$ cat src/rtl/ltc2308_adc_ctrl.sv
// LTC2308 serial front end: round-robins enabled channels, shifts config out on SDI
// and the previous frame's result in on SDO, and publishes tagged samples on valid/ready.
//  state | meaning
//  IDLE  | no conversion in flight
//  PULSE | CONVST held high
//  WAIT  | conversion time, CONVST low
//  SHIFT | 12 SCK periods: config out, result in
//  GAP   | quiet time after the last SCK edge
module ltc2308_adc_ctrl #(
  parameter int SCK_HALF      = 2,
  parameter int CONVST_CYCLES = 3,
  parameter int CONV_CYCLES   = 80,
  parameter int GAP_CYCLES    = 4,
  parameter bit UNIPOLAR      = 1'b1
) (
  input  logic        clk_clk,
  input  logic        reset_reset,
  input  logic        enable,
  input  logic [7:0]  ch_mask,
  output logic        adc_CONVST,
  output logic        adc_SCK,
  output logic        adc_SDI,
  input  logic        adc_SDO,
  output logic        sample_valid,
  input  logic        sample_ready,
  output logic [11:0] sample_data,
  output logic [2:0]  sample_ch,
  output logic        overrun,
  output logic        busy
);

  localparam int M1      = (SCK_HALF > CONVST_CYCLES) ? SCK_HALF : CONVST_CYCLES;
  localparam int M2      = (CONV_CYCLES > GAP_CYCLES) ? CONV_CYCLES : GAP_CYCLES;
  localparam int CNT_MAX = (M1 > M2) ? M1 : M2;
  localparam int CW      = $clog2(CNT_MAX + 1);

  typedef enum logic [2:0] {IDLE, PULSE, WAIT, SHIFT, GAP} state_t;

  state_t          state;
  logic [CW-1:0]   cnt;
  logic [3:0]      bit_idx;
  logic [2:0]      ch_cur;
  logic [2:0]      ch_prev;
  logic            first_frame;
  logic [11:0]     shreg;
  logic [5:0]      cfg_sh;
  logic [5:0]      cfg;

  assign cfg = {1'b1, ch_cur[0], ch_cur[2], ch_cur[1], UNIPOLAR, 1'b0};

  // Next set bit of the mask above cur (wrapping), or the lowest set bit when from_start.
  function automatic logic [2:0] pick_ch(input logic [7:0] mask, input logic [2:0] cur,
                                         input logic from_start);
    logic [7:0] m;
    logic [2:0] c;
    logic       found;
    m       = (mask == 8'h00) ? 8'h01 : mask;
    pick_ch = 3'd0;
    found   = 1'b0;
    for (int i = 0; i < 8; i++) begin
      c = from_start ? 3'(i) : 3'(cur + 3'(i + 1));
      if (!found && m[c]) begin
        pick_ch = c;
        found   = 1'b1;
      end
    end
  endfunction

  always_ff @(posedge clk_clk) begin
    if (reset_reset) begin
      state        <= IDLE;
      cnt          <= '0;
      bit_idx      <= '0;
      ch_cur       <= '0;
      ch_prev      <= '0;
      first_frame  <= 1'b1;
      shreg        <= '0;
      cfg_sh       <= '0;
      adc_CONVST   <= 1'b0;
      adc_SCK      <= 1'b0;
      adc_SDI      <= 1'b0;
      sample_valid <= 1'b0;
      sample_data  <= '0;
      sample_ch    <= '0;
      overrun      <= 1'b0;
      busy         <= 1'b0;
    end else begin
      if (sample_valid && sample_ready) sample_valid <= 1'b0;
      case (state)
        IDLE: begin
          if (enable) begin
            state       <= PULSE;
            busy        <= 1'b1;
            adc_CONVST  <= 1'b1;
            cnt         <= CW'(CONVST_CYCLES - 1);
            ch_prev     <= ch_cur;
            ch_cur      <= pick_ch(ch_mask, ch_cur, 1'b1);
            first_frame <= 1'b1;
          end
        end
        PULSE: begin
          if (cnt == '0) begin
            state      <= WAIT;
            adc_CONVST <= 1'b0;
            cnt        <= CW'(CONV_CYCLES - 1);
          end else begin
            cnt <= cnt - 1'b1;
          end
        end
        WAIT: begin
          if (cnt == '0) begin
            state   <= SHIFT;
            cnt     <= CW'(SCK_HALF - 1);
            bit_idx <= '0;
            adc_SDI <= cfg[5];
            cfg_sh  <= {cfg[4:0], 1'b0};
          end else begin
            cnt <= cnt - 1'b1;
          end
        end
        SHIFT: begin
          if (cnt != '0) begin
            cnt <= cnt - 1'b1;
          end else if (!adc_SCK) begin
            adc_SCK <= 1'b1;
            shreg   <= {shreg[10:0], adc_SDO};
            cnt     <= CW'(SCK_HALF - 1);
          end else begin
            adc_SCK <= 1'b0;
            if (bit_idx == 4'd11) begin
              state   <= GAP;
              adc_SDI <= 1'b0;
              cnt     <= CW'(GAP_CYCLES - 1);
              // The first frame after IDLE carries a stale conversion; drop it silently.
              if (!first_frame) begin
                if (!sample_valid || sample_ready) begin
                  sample_valid <= 1'b1;
                  sample_data  <= shreg;
                  sample_ch    <= ch_prev;
                end else begin
                  overrun <= 1'b1;
                end
              end
            end else begin
              bit_idx <= bit_idx + 4'd1;
              adc_SDI <= cfg_sh[5];
              cfg_sh  <= {cfg_sh[4:0], 1'b0};
              cnt     <= CW'(SCK_HALF - 1);
            end
          end
        end
        GAP: begin
          if (cnt == '0) begin
            if (enable) begin
              state       <= PULSE;
              adc_CONVST  <= 1'b1;
              cnt         <= CW'(CONVST_CYCLES - 1);
              ch_prev     <= ch_cur;
              ch_cur      <= pick_ch(ch_mask, ch_cur, 1'b0);
              first_frame <= 1'b0;
            end else begin
              state <= IDLE;
              busy  <= 1'b0;
            end
          end else begin
            cnt <= cnt - 1'b1;
          end
        end
        default: state <= IDLE;
      endcase
    end
  end

endmodule
$ cat config.mk
export PLATFORM = sky130hd
export DESIGN_NAME = ltc2308_adc_ctrl
export DESIGN_NICKNAME = d
export VERILOG_FILES = /design/src/rtl/ltc2308_adc_ctrl.sv
export SDC_FILE = /design/constraint.sdc
export NUM_CORES = 1
export LEC_CHECK = 0
export CAP_MARGIN = 20
export CORE_ASPECT_RATIO = 1.4
export CORE_UTILIZATION = 57
export CTS_BUF_LIST = sky130_fd_sc_hd__clkbuf_8 sky130_fd_sc_hd__clkbuf_16
export DETAILED_ROUTE_END_ITERATION = 7
export GPL_ROUTABILITY_DRIVEN = 1
export PLACE_DENSITY_LB_ADDON = 0.1
export RECOVER_POWER = 100
export SETUP_SLACK_MARGIN = 0.3
export SKIP_LAST_GASP = 1
export SLEW_MARGIN = 5
export SYNTH_ARGS = -nofsm -noshare
export SYNTH_HDL_FRONTEND = slang
export SYNTH_SLANG_ARGS = --single-unit
$ cat constraint.sdc
create_clock -name clk_clk -period 3.77 [get_ports clk_clk]
set_input_delay 0.377 -clock clk_clk [delete_from_list [all_inputs] [get_ports clk_clk]]
set_output_delay 0.377 -clock clk_clk [all_outputs]
set_load 0.03 [all_outputs]
==> results.json, run 1 <==
{
  "synth_top_cell_by_area": "dfxtp_1",
  "rsz0062_at_grt": "false",
  "viasPerCell": 6.074,
  "ys_warn_count": 0,
  "synth_most_common_cell": "nor2_1",
  "final.min_clock_period_ps": 3194,
  "path_class": "register to register",
  "syn-cell-area_um2": 3326,
  "initial_core_util_pct": 59.76,
  "port_buffers": 33,
  "worstPathRequired_ps": 3940,
  "grt.busiest_layer": "met2",
  "ant_nets": 0,
  "synth_top_area_share_pct": 34.91,
  "hold_viol": 0,
  "clkLatencyLatePin_ps": 330,
  "fin_skew_ps": 12.43,
  "diodes": 0,
  "outcome": "finished, final reports clean",
  "fin_nets": 482,
  "synth_cells": 434,
  "ios": 34,
  "numCtsBuffers": 9,
  "drv_cap": 0,
  "antenna_found_initial": 0,
  "met2_usage_pct": 49.58,
  "ys_types": 57,
  "clockRootBuffer": "clkbuf_8",
  "final_cells": 538,
  "worstPathMaxFanout": 12,
  "grt_max_degree": 59,
  "whs_ps": 461.2,
  "synth_edf_count": 0,
  "power_mw": 2.404,
  "synth_flop_cell": "dfxtp_1",
  "grt_overflow": 0,
  "met1_usage_pct": 32.31,
  "seq_area_frac_synth_pct": 34.91,
  "die_h_um": 92.38,
  "endpoint_kind": "register",
  "clockBufferDepth": 2,
  "grt_pass1_wl_um": 13230,
  "synthTopCellsByArea": "dfxtp_1 35%, nor2_1 7.6%, a21oi_1 6.3%",
  "final.setup.worst_slack_ps": 576.1,
  "dieArea_um2": 6148,
  "max_freq_mhz": 313.1,
  "p_leak_nw": 1.565,
  "cts.sinks": 58,
  "synthesis.nets": 451,
  "post_drt_wl_per_cell_um": 15.14,
  "worstSetupStartpointType": "register",
  "coreArea_um2": 5565,
  "drc": 0,
  "drive_above_1_share_pct": 8.723,
  "power_density_nw_per_um2": 614.9,
  "cp.arrival_ps": 3360,
  "ys_ff_latch": 58,
  "avgSynthCellArea_um2": 7.663,
  "peakVddDrop_uv": 421.9,
  "post_cts_buffers": 0,
  "holdBufCountCts": 0,
  "numPlacedInstances": 522,
  "place_ws_ps": 385.9,
  "r2r_slack_ps": 580,
  "htree_levels": 3,
  "worstHoldPathType": "register to register",
  "timing.final.crit_share_pct": 84.72,
  "groute.usage.overall_pct": 27.89,
  "drtIter0Drc": 191,
  "drtPass1Iterations": 5,
  "drv_slew": 0,
  "slew_headroom_pct": 32.02,
  "synthArstFlopShare_pct": 0,
  "die_x_um": 66.56,
  "cts_resized": 0,
  "clkTransAtPathRegs_ps": 70,
  "ys_top_cells_by_count": "67 x nor2_1, 58 x dfxtp_1, 56 x nand2_1",
  "finalSetupViolCount": 0,
  "grt_util_met3_pct": 4.803,
  "grt_pass1_vias": 2931,
  "areaGrowthSynthToFinish_pct": 17.57,
  "vias": 3268,
  "dp_hpwl_um": 5718,
  "cts_tree": "done",
  "num_rows": 32,
  "worst_slew_pin_slew_ps": 1020,
  "place.gp.congestion": 0.9206,
  "wl_um": 8143,
  "setup_tns_ps": 0
}
power breakdown:
| group | switching, mW | leakage, nW | total (mW) | internal (mW) |
|---|---|---|---|---|
| registers | 0.0677 | 0.470 | 0.747 | 0.679 |
| logic | 0.676 | 0.992 | 1.07 | 0.398 |
| clock network | 0.245 | 0.103 | 0.583 | 0.338 |
final timing paths:
| check | cells past startpoint | from | end |
|---|---|---|---|
| worst min-delay path | 2 | shreg[11] | shreg[11] |
| worst max-delay path | 9 | cnt[0] | ch_cur[0] |
| worst min register to register | 2 | shreg[11] | shreg[11] |
| worst max register to register | 9 | cnt[0] | ch_cur[0] |
layer usage:
layer / up-vias / wire length, um / part of all wire, %
li1: 1621 / - / -
met1: 1534 / 3429 / 42
met2: 97 / 4243 / 52
met3: 16 / 343 / 4.2
met4: 0 / 127 / 1.6
met5: - / 0 / 0
critical path, stage by stage, from the launching register on:
cell and delay (ps):
dfxtp_1 330, inv_1 100, ha_1 210, or3b_2 480, nor4_1 340, clkbuf_1 460, o211ai_1 400, a31oi_1 420
and4b_1 240, nor3_1 50
flip-flops by register name, summed over array words and instances, names as in the netlist:
signal,flops
sample_data,12
shreg,12
cnt,7
bit_idx,4
cfg_sh,4
ch_cur,3
ch_prev,3
sample_ch,3
state,3
adc_CONVST,1
adc_SCK,1
adc_SDI,1
busy,1
first_frame,1
overrun,1
sample_valid,1
cells by family after synthesis:
logic type	after synthesis	synth area share, %
xor gates and xnor gates	6	1.580
DFF	58	34.91
AOI/OAI and AO/OA	116	21.97
muxes	27	9.857
buffers and inverters	41	5.116
and+or+nand+nor	182	25.06
adders and majority gates	4	1.505
stage by stage:
stage	util, %	area (um2)
3_3_place_gp	66.84	3720
3_5_place_dp	66.84	3720
6_report	70.26	3910
4_1_cts	70.53	3925
5_1_grt	70.26	3910
2_1_floorplan	-	3326
cell type report:
| class | count | area (um2) |
|---|---|---|
| Multi-Input combinational cell | 335 | 1989 |
| Fill cell | 496 | 1655 |
| Sequential cell | 58 | 1161 |
| Timing Repair Buffer | 46 | 412.9 |
| Clock buffer | 11 | 151.4 |
| Tap cell | 68 | 85.08 |
| Inverter | 15 | 56.30 |
| Clock inverter | 5 | 53.80 |
cell usage in the layout (no fill, tap or decap), drive strengths merged, types with 2 or more instances in the layout:
| master | instances |
|---|---|
| a2111oi | 4 |
| a211oi | 5 |
| a21oi | 42 |
| a311oi | 7 |
| a31o | 2 |
| a31oi | 6 |
| and2 | 2 |
| and3b | 2 |
| buf | 11 |
| clkbuf | 14 |
| clkdlybuf4s50 | 11 |
| clkinvlp | 2 |
| dfxtp | 58 |
| dlygate4sd3 | 21 |
| ha | 4 |
| inv | 16 |
| mux2 | 3 |
| mux2i | 20 |
| mux4 | 4 |
| nand2 | 56 |
| nand2b | 3 |
| nand3 | 7 |
| nor2 | 67 |
| nor2b | 6 |
| nor3 | 18 |
| nor3b | 2 |
| nor4 | 7 |
| o2111ai | 2 |
| o211ai | 6 |
| o21ai | 24 |
| o22ai | 4 |
| o31ai | 3 |
| or3 | 3 |
| or4 | 3 |
| xnor2 | 3 |
| xor2 | 3 |
(Power assumes the default switching activity.)
==> inputs of run 2 (changes only) <==
Clock period 3.77 ns to 3.05 ns, I/O delays scaled along.
==> run 2 against run 1 <==
First-iteration DRC count is 12% higher. Wire length is 16% higher. Sequential share of layout area shrank 3.1 points. Global-route usage is 5.1 points higher. Critical path type unchanged. Largest cell class unchanged. Largest power group unchanged.
==> results.json, run 2 (synthesized netlist as in run 1, its figures left out) <==
{
  "cp_num_buf_inv": 1,
  "grt_max_degree": 59,
  "nFillCells": 398,
  "grt_pass1_vias": 3438,
  "initial_core_util_pct": 59.76,
  "drv_cap": 0,
  "ios": 34,
  "hp-start": "shreg[11]",
  "clkTransAtPathRegs_ps": 70,
  "cts_tree": "done",
  "drtPass1Iterations": 5,
  "peakVddDrop_uv": 667.3,
  "endpoint_kind": "register",
  "clockBufferDepth": 2,
  "power_density_nw_per_um2": 772.5,
  "die_h_um": 92.38,
  "finish.instance_area_um2": 4405,
  "cp.arrival_ps": 3100,
  "finalSetupViolCount": 0,
  "antenna_found_initial": 0,
  "hold_viol": 0,
  "crit_path_cell_trace": "buf_4 -> mux2_4 -> a211oi_4 -> o22ai_4 -> or2_4 -> or4_4 -> a2111oi_4 -> and4b_1 -> nor3_2",
  "diodes": 0,
  "areaGrowthSynthToFinish_pct": 32.47,
  "worst_slew_pin_slew_ps": 1052,
  "post_drt_wl_per_cell_um": 16.29,
  "grt_pass1_wl_um": 15550,
  "place_area_um2": 3934,
  "path_delay_family": "simple AND/OR/NAND/NOR gates",
  "fin_skew_ps": 7.295,
  "power_mw": 3.403,
  "drv_slew": 0,
  "post-route-util_pct": 79.16,
  "p_leak_nw": 1.805,
  "worstSetupStartpointType": "register",
  "numCtsBuffers": 9,
  "cts.sinks": 58,
  "worstPathRequired_ps": 3300,
  "fin_nets": 526,
  "coreArea_um2": 5565,
  "top_regs": "sample_data x12, shreg x12, cnt x7",
  "vias": 3584,
  "rsz0062_at_grt": "true",
  "holdBufCountCts": 0,
  "port_buffers": 33,
  "worstPathMaxFanout": 6,
  "num_rows": 32,
  "layout_common_cells": "67 x nor2_1, 56 x nand2_1, 55 x dfxtp_1, 48 x buf_4, 41 x a21oi_1",
  "dieArea_um2": 6148,
  "drive_above_1_share_pct": 20.62,
  "die_x_um": 66.56,
  "viasPerCell": 6.158,
  "clkLatencyLatePin_ps": 330,
  "groute.usage.overall_pct": 32.95,
  "outcome": "finished, final reports clean",
  "final.min_clock_period_ps": 2850,
  "dp_hpwl_um": 6053,
  "grt_overflow": 0,
  "wl_um": 9481,
  "worstHoldPathType": "register to register",
  "slew_headroom_pct": 29.86,
  "mostFrequentLayoutCell": "nor2_1",
  "drc": 0,
  "clockRootBuffer": "clkbuf_8",
  "path_class": "register to register",
  "drtIter0Drc": 213,
  "ant_nets": 0,
  "place.gp.congestion": 0.9280,
  "slowest_delay_ps": 510,
  "max_freq_mhz": 350.9,
  "htree_levels": 3,
  "crit_slowest_cell": "or4_4",
  "critPathLaunch": "ch_cur[0]",
  "timing.final.crit_share_pct": 93.43,
  "r2r-start": "ch_cur[0]"
}
-- run 2: through the flow --
stage	hold slack, ps	setup slack (ps)	std cells	setup TNS, ps
finish	470.4	200.3	582	0
global route	499.3	80.83	582	0
CTS	475.8	255.7	580	0
detailed placement	461.6	-80.42	545	-80.42
global placement	443.9	-15.75	545	-15.75
floorplan	394.7	209.9	434	0
-- run 2: final cells by class --
class	count	area [um2]	share of cell area (%)
repair buffers	90	753.2	17.10
inverters	15	58.81	1.335
clock buffers	9	123.9	2.812
well taps	68	85.08	1.931
flip-flops and latches	58	1170	26.55
multi-input cells	335	2120	48.11
clock inverters	7	95.09	2.158
-- run 2: report_power, final --
part           internal [mW]  switching [mW]  leakage [nW]  total, mW
Clock                  0.458           0.320         0.103      0.777
Sequential             0.842           0.105         0.472      0.947
Combinational          0.725           0.954          1.23       1.68
Total                   2.03            1.38          1.81       3.40
-- run 2: final timing paths --
path	to	slack [ps]	depth (start not counted)
worst max-delay path	ch_cur[0]	200	9
worst min-delay path	shreg[11]	470	2
worst max register to register	ch_cur[0]	200	9
worst min register to register	shreg[11]	470	2
-- run 2: worst reg2reg max path, stage by stage (launching register included) --
cell,delay (ps)
dfxtp_4,420
buf_4,140
mux2_4,310
a211oi_4,310
o22ai_4,130
or2_4,250
or4_4,510
a2111oi_4,300
and4b_1,240
nor3_2,160
-- run 2: what timing repair did --
| item | in CTS | in global routing |
|---|---|---|
| buffers inserted | 19 | 2 |
| setup endpoints to repair | 5 | 25 |
| gates resized for setup | 29 | 9 |
| pin swaps | 9 | 4 |
-- run 2: per-layer routing --
metal,up-vias,global-route usage [%],wire length [um]
li1,1715,-,-
met1,1668,36.32,3649
met2,161,57.15,4902
met3,40,6.773,536
met4,0,17.91,392
met5,-,0,0
==> inputs of run 3 (changes only) <==
Settings changed: ABC_AREA set to 1.
==> run 3 against run 2 <==
Die area rose by 1.2%. Wire length fell by 20%. Worst hold slack got worse by 4.1 ps. Design area fell by 11%. Global-route usage fell by 7.0 points. First-iteration DRC count fell by 11%. Power rose by 0.30%. Synthesized cell count rose by 15%. Critical path type unchanged. Largest power group unchanged.
==> results.json, run 3 <==
{
  "post_drt_wl_per_cell_um": 12.62,
  "outcome": "finished, final reports clean",
  "synth_top_cell_by_area": "dfxtp_1",
  "seq_area_frac_synth_pct": 34.50,
  "power_density_nw_per_um2": 871.4,
  "ios": 34,
  "port_buffers": 33,
  "worst_slew_pin_slew_ps": 808.8,
  "clkPwrFrac_pct": 23.5,
  "drv_cap": 0,
  "setup_tns_ps": 0,
  "drive_above_1_share_pct": 10.84,
  "die_x_um": 66.95,
  "synth_flop_cell": "dfxtp_1",
  "slew_headroom_pct": 45.58,
  "areaGrowthSynthToFinish_pct": 16.39,
  "clockBufferDepth": 2,
  "groute.usage.overall_pct": 25.90,
  "clockRootBuffer": "clkbuf_8",
  "cellInternalPower_mw": 1.935,
  "finalSetupViolCount": 0,
  "power.switching_mw": 1.479,
  "antenna_found_initial": 0,
  "synthArstFlopShare_pct": 0,
  "clkLatencyLatePin_ps": 340,
  "final.setup.worst_slack_ps": 501.7,
  "grt_overflow": 0,
  "drtIter0Drc": 190,
  "endpoint_kind": "register",
  "synth_xor_area_share_pct": 1.524,
  "final.min_clock_period_ps": 2548,
  "synth-simple-area-share_pct": 32.75,
  "dp_hpwl_um": 5532,
  "synth_most_common_cell": "nor2_1",
  "drc": 0,
  "synth_top_family_by_area": "simple AND/OR/NAND/NOR gates",
  "fin_nets": 547,
  "clkTransAtPathRegs_ps": 70,
  "cts.sinks": 58,
  "htree_levels": 3,
  "ys_top_cells_by_count": "96 x nor2_1, 79 x nand2_1, 58 x dfxtp_1",
  "drtPass1Iterations": 5,
  "grt_max_degree": 36,
  "place.gp.congestion": 0.8495,
  "dieArea_um2": 6221,
  "synth_edf_count": 0,
  "synthMuxAreaShare_pct": 0.9665,
  "worstSetupStartpointType": "register",
  "synthesis.nets": 514,
  "vias": 3289,
  "ys_ff_latch": 58,
  "max_freq_mhz": 392.4,
  "fin_skew_ps": 9.117,
  "peakVddDrop_uv": 556.8,
  "timing.final.crit_share_pct": 83.55,
  "worstPathRequired_ps": 3280,
  "grt_pass1_wl_um": 12460,
  "rsz0062_at_grt": "false",
  "place_ws_ps": 635.8,
  "path_class": "register to register",
  "wl_um": 7607,
  "grt_pass1_vias": 2944,
  "seqPwrFrac_pct": 29.1,
  "p_leak_nw": 1.789,
  "worstHoldPathType": "register to register",
  "num_rows": 32,
  "numCtsBuffers": 9,
  "initial_core_util_pct": 60.04,
  "p_comb_share_pct": 47.4,
  "syn-cell-area_um2": 3366,
  "die_h_um": 92.92,
  "ant_nets": 0,
  "layout_common_cells": "97 x nor2_1, 79 x nand2_1, 58 x dfxtp_1, 45 x inv_1, 34 x o21ai_0",
  "post_cts_buffers": 0,
  "holdBufCountCts": 0,
  "synth_top_area_share_pct": 34.50,
  "ys_types": 49,
  "hold_viol": 0,
  "synth_compound_area_share_pct": 18.44,
  "drv_slew": 0,
  "worstPathMaxFanout": 16,
  "avgSynthCellArea_um2": 6.772,
  "mostFrequentLayoutCell": "nor2_1",
  "coreArea_um2": 5605,
  "synthAdderAreaFrac_pct": 1.487,
  "r2r_slack_ps": 500,
  "cts_tree": "done",
  "viasPerCell": 5.454,
  "cp.arrival_ps": 2780,
  "ys_warn_count": 0,
  "synthTopCellsByArea": "dfxtp_1 34%, nor2_1 11%, nand2_1 8.8%",
  "top_regs": "sample_data x12, shreg x12, cnt x7",
  "diodes": 0,
  "synth_cells": 497,
  "p_sw_share_pct": 43.31,
  "post-route-util_pct": 69.89
}
run 3: changes by cell type after synthesis, sizes merged, moves of 9 or more:
cell	before	now
buf	3	12
mux2i	20	2
nand4	1	10
a21oi	42	31
clkbuf	23	6
nand3	7	24
o21ai	24	58
inv	15	62
nor2	67	102
nand2	56	83
run 3: stage by stage:
stage	hold slack, ps	power (mW)	area (um2)	instances
2_1_floorplan	374.1	2.341	3366	497
3_3_place_gp	452.1	2.599	3719	587
3_5_place_dp	459.5	2.634	3719	587
4_1_cts	470.0	3.439	3948	603
5_1_grt	498.2	3.658	3918	603
6_report	466.4	3.414	3918	603
run 3: critical path, cell delays in order (launching register included):
cell and delay, ps:
dfxtp_1 320, inv_1 90, ha_1 200, nand2_1 110, nor4_2 150, inv_1 150, nor2_8 170, inv_2 130
nor3_1 380, inv_2 120, nor2_8 240, inv_2 180, nor2_1 150, nor2_1 60
run 3: timing repair:
| action | CTS | global route |
|---|---|---|
| setup endpoints to repair | 0 | 1 |
| gates resized for setup | 0 | 1 |
| hold endpoints to repair | 0 | 0 |
run 3: final timing paths:
path | from | endpoint | cells past startpoint
setup / recovery | cnt[0] | sample_data[6] | 13
hold / removal | adc_SDI | adc_SDI | 2
setup reg to reg | cnt[0] | sample_data[6] | 13
hold reg to reg | adc_SDI | adc_SDI | 2
run 3: layout make-up:
cell class                 count  area, um2
inverter                      62      232.7
clock buffer                  11      151.4
tap                           68      85.08
fill                         475       1688
sequential                    58       1161
multi-input combinational    359       1831
clock inverter                 5      77.57
timing repair buffer          40      379.1
run 3: metal layers:
metal | vias up | global-route usage (%) | wire length, um
li1 | 1696 | - | -
met4 | 0 | 12.41 | 167
met1 | 1501 | 30.25 | 3383
met3 | 15 | 5.296 | 227
met2 | 77 | 43.86 | 3829
met5 | - | 0 | 0
run 3: cells by family (layout without fill, tap and decap cells):
kind of cell,Yosys count,count (layout)
DFF,58,58
muxes,2,2
buffers and inverters,80,118
adders and majority gates,4,4
xor gates and xnor gates,5,5
AOI/OAI and AO/OA,111,111
and+or+nand+nor,237,237
run 3: power groups by stage:
stage                     sequential (mW)  clock (mW)  combinational (mW)
after floorplan                      1.01           0                1.33
after global placement               1.00           0                1.59
after detailed placement             1.01           0                1.63
after CTS                           0.994       0.810                1.64
after global routing                 1.01       0.847                1.80
final                               0.993       0.804                1.62
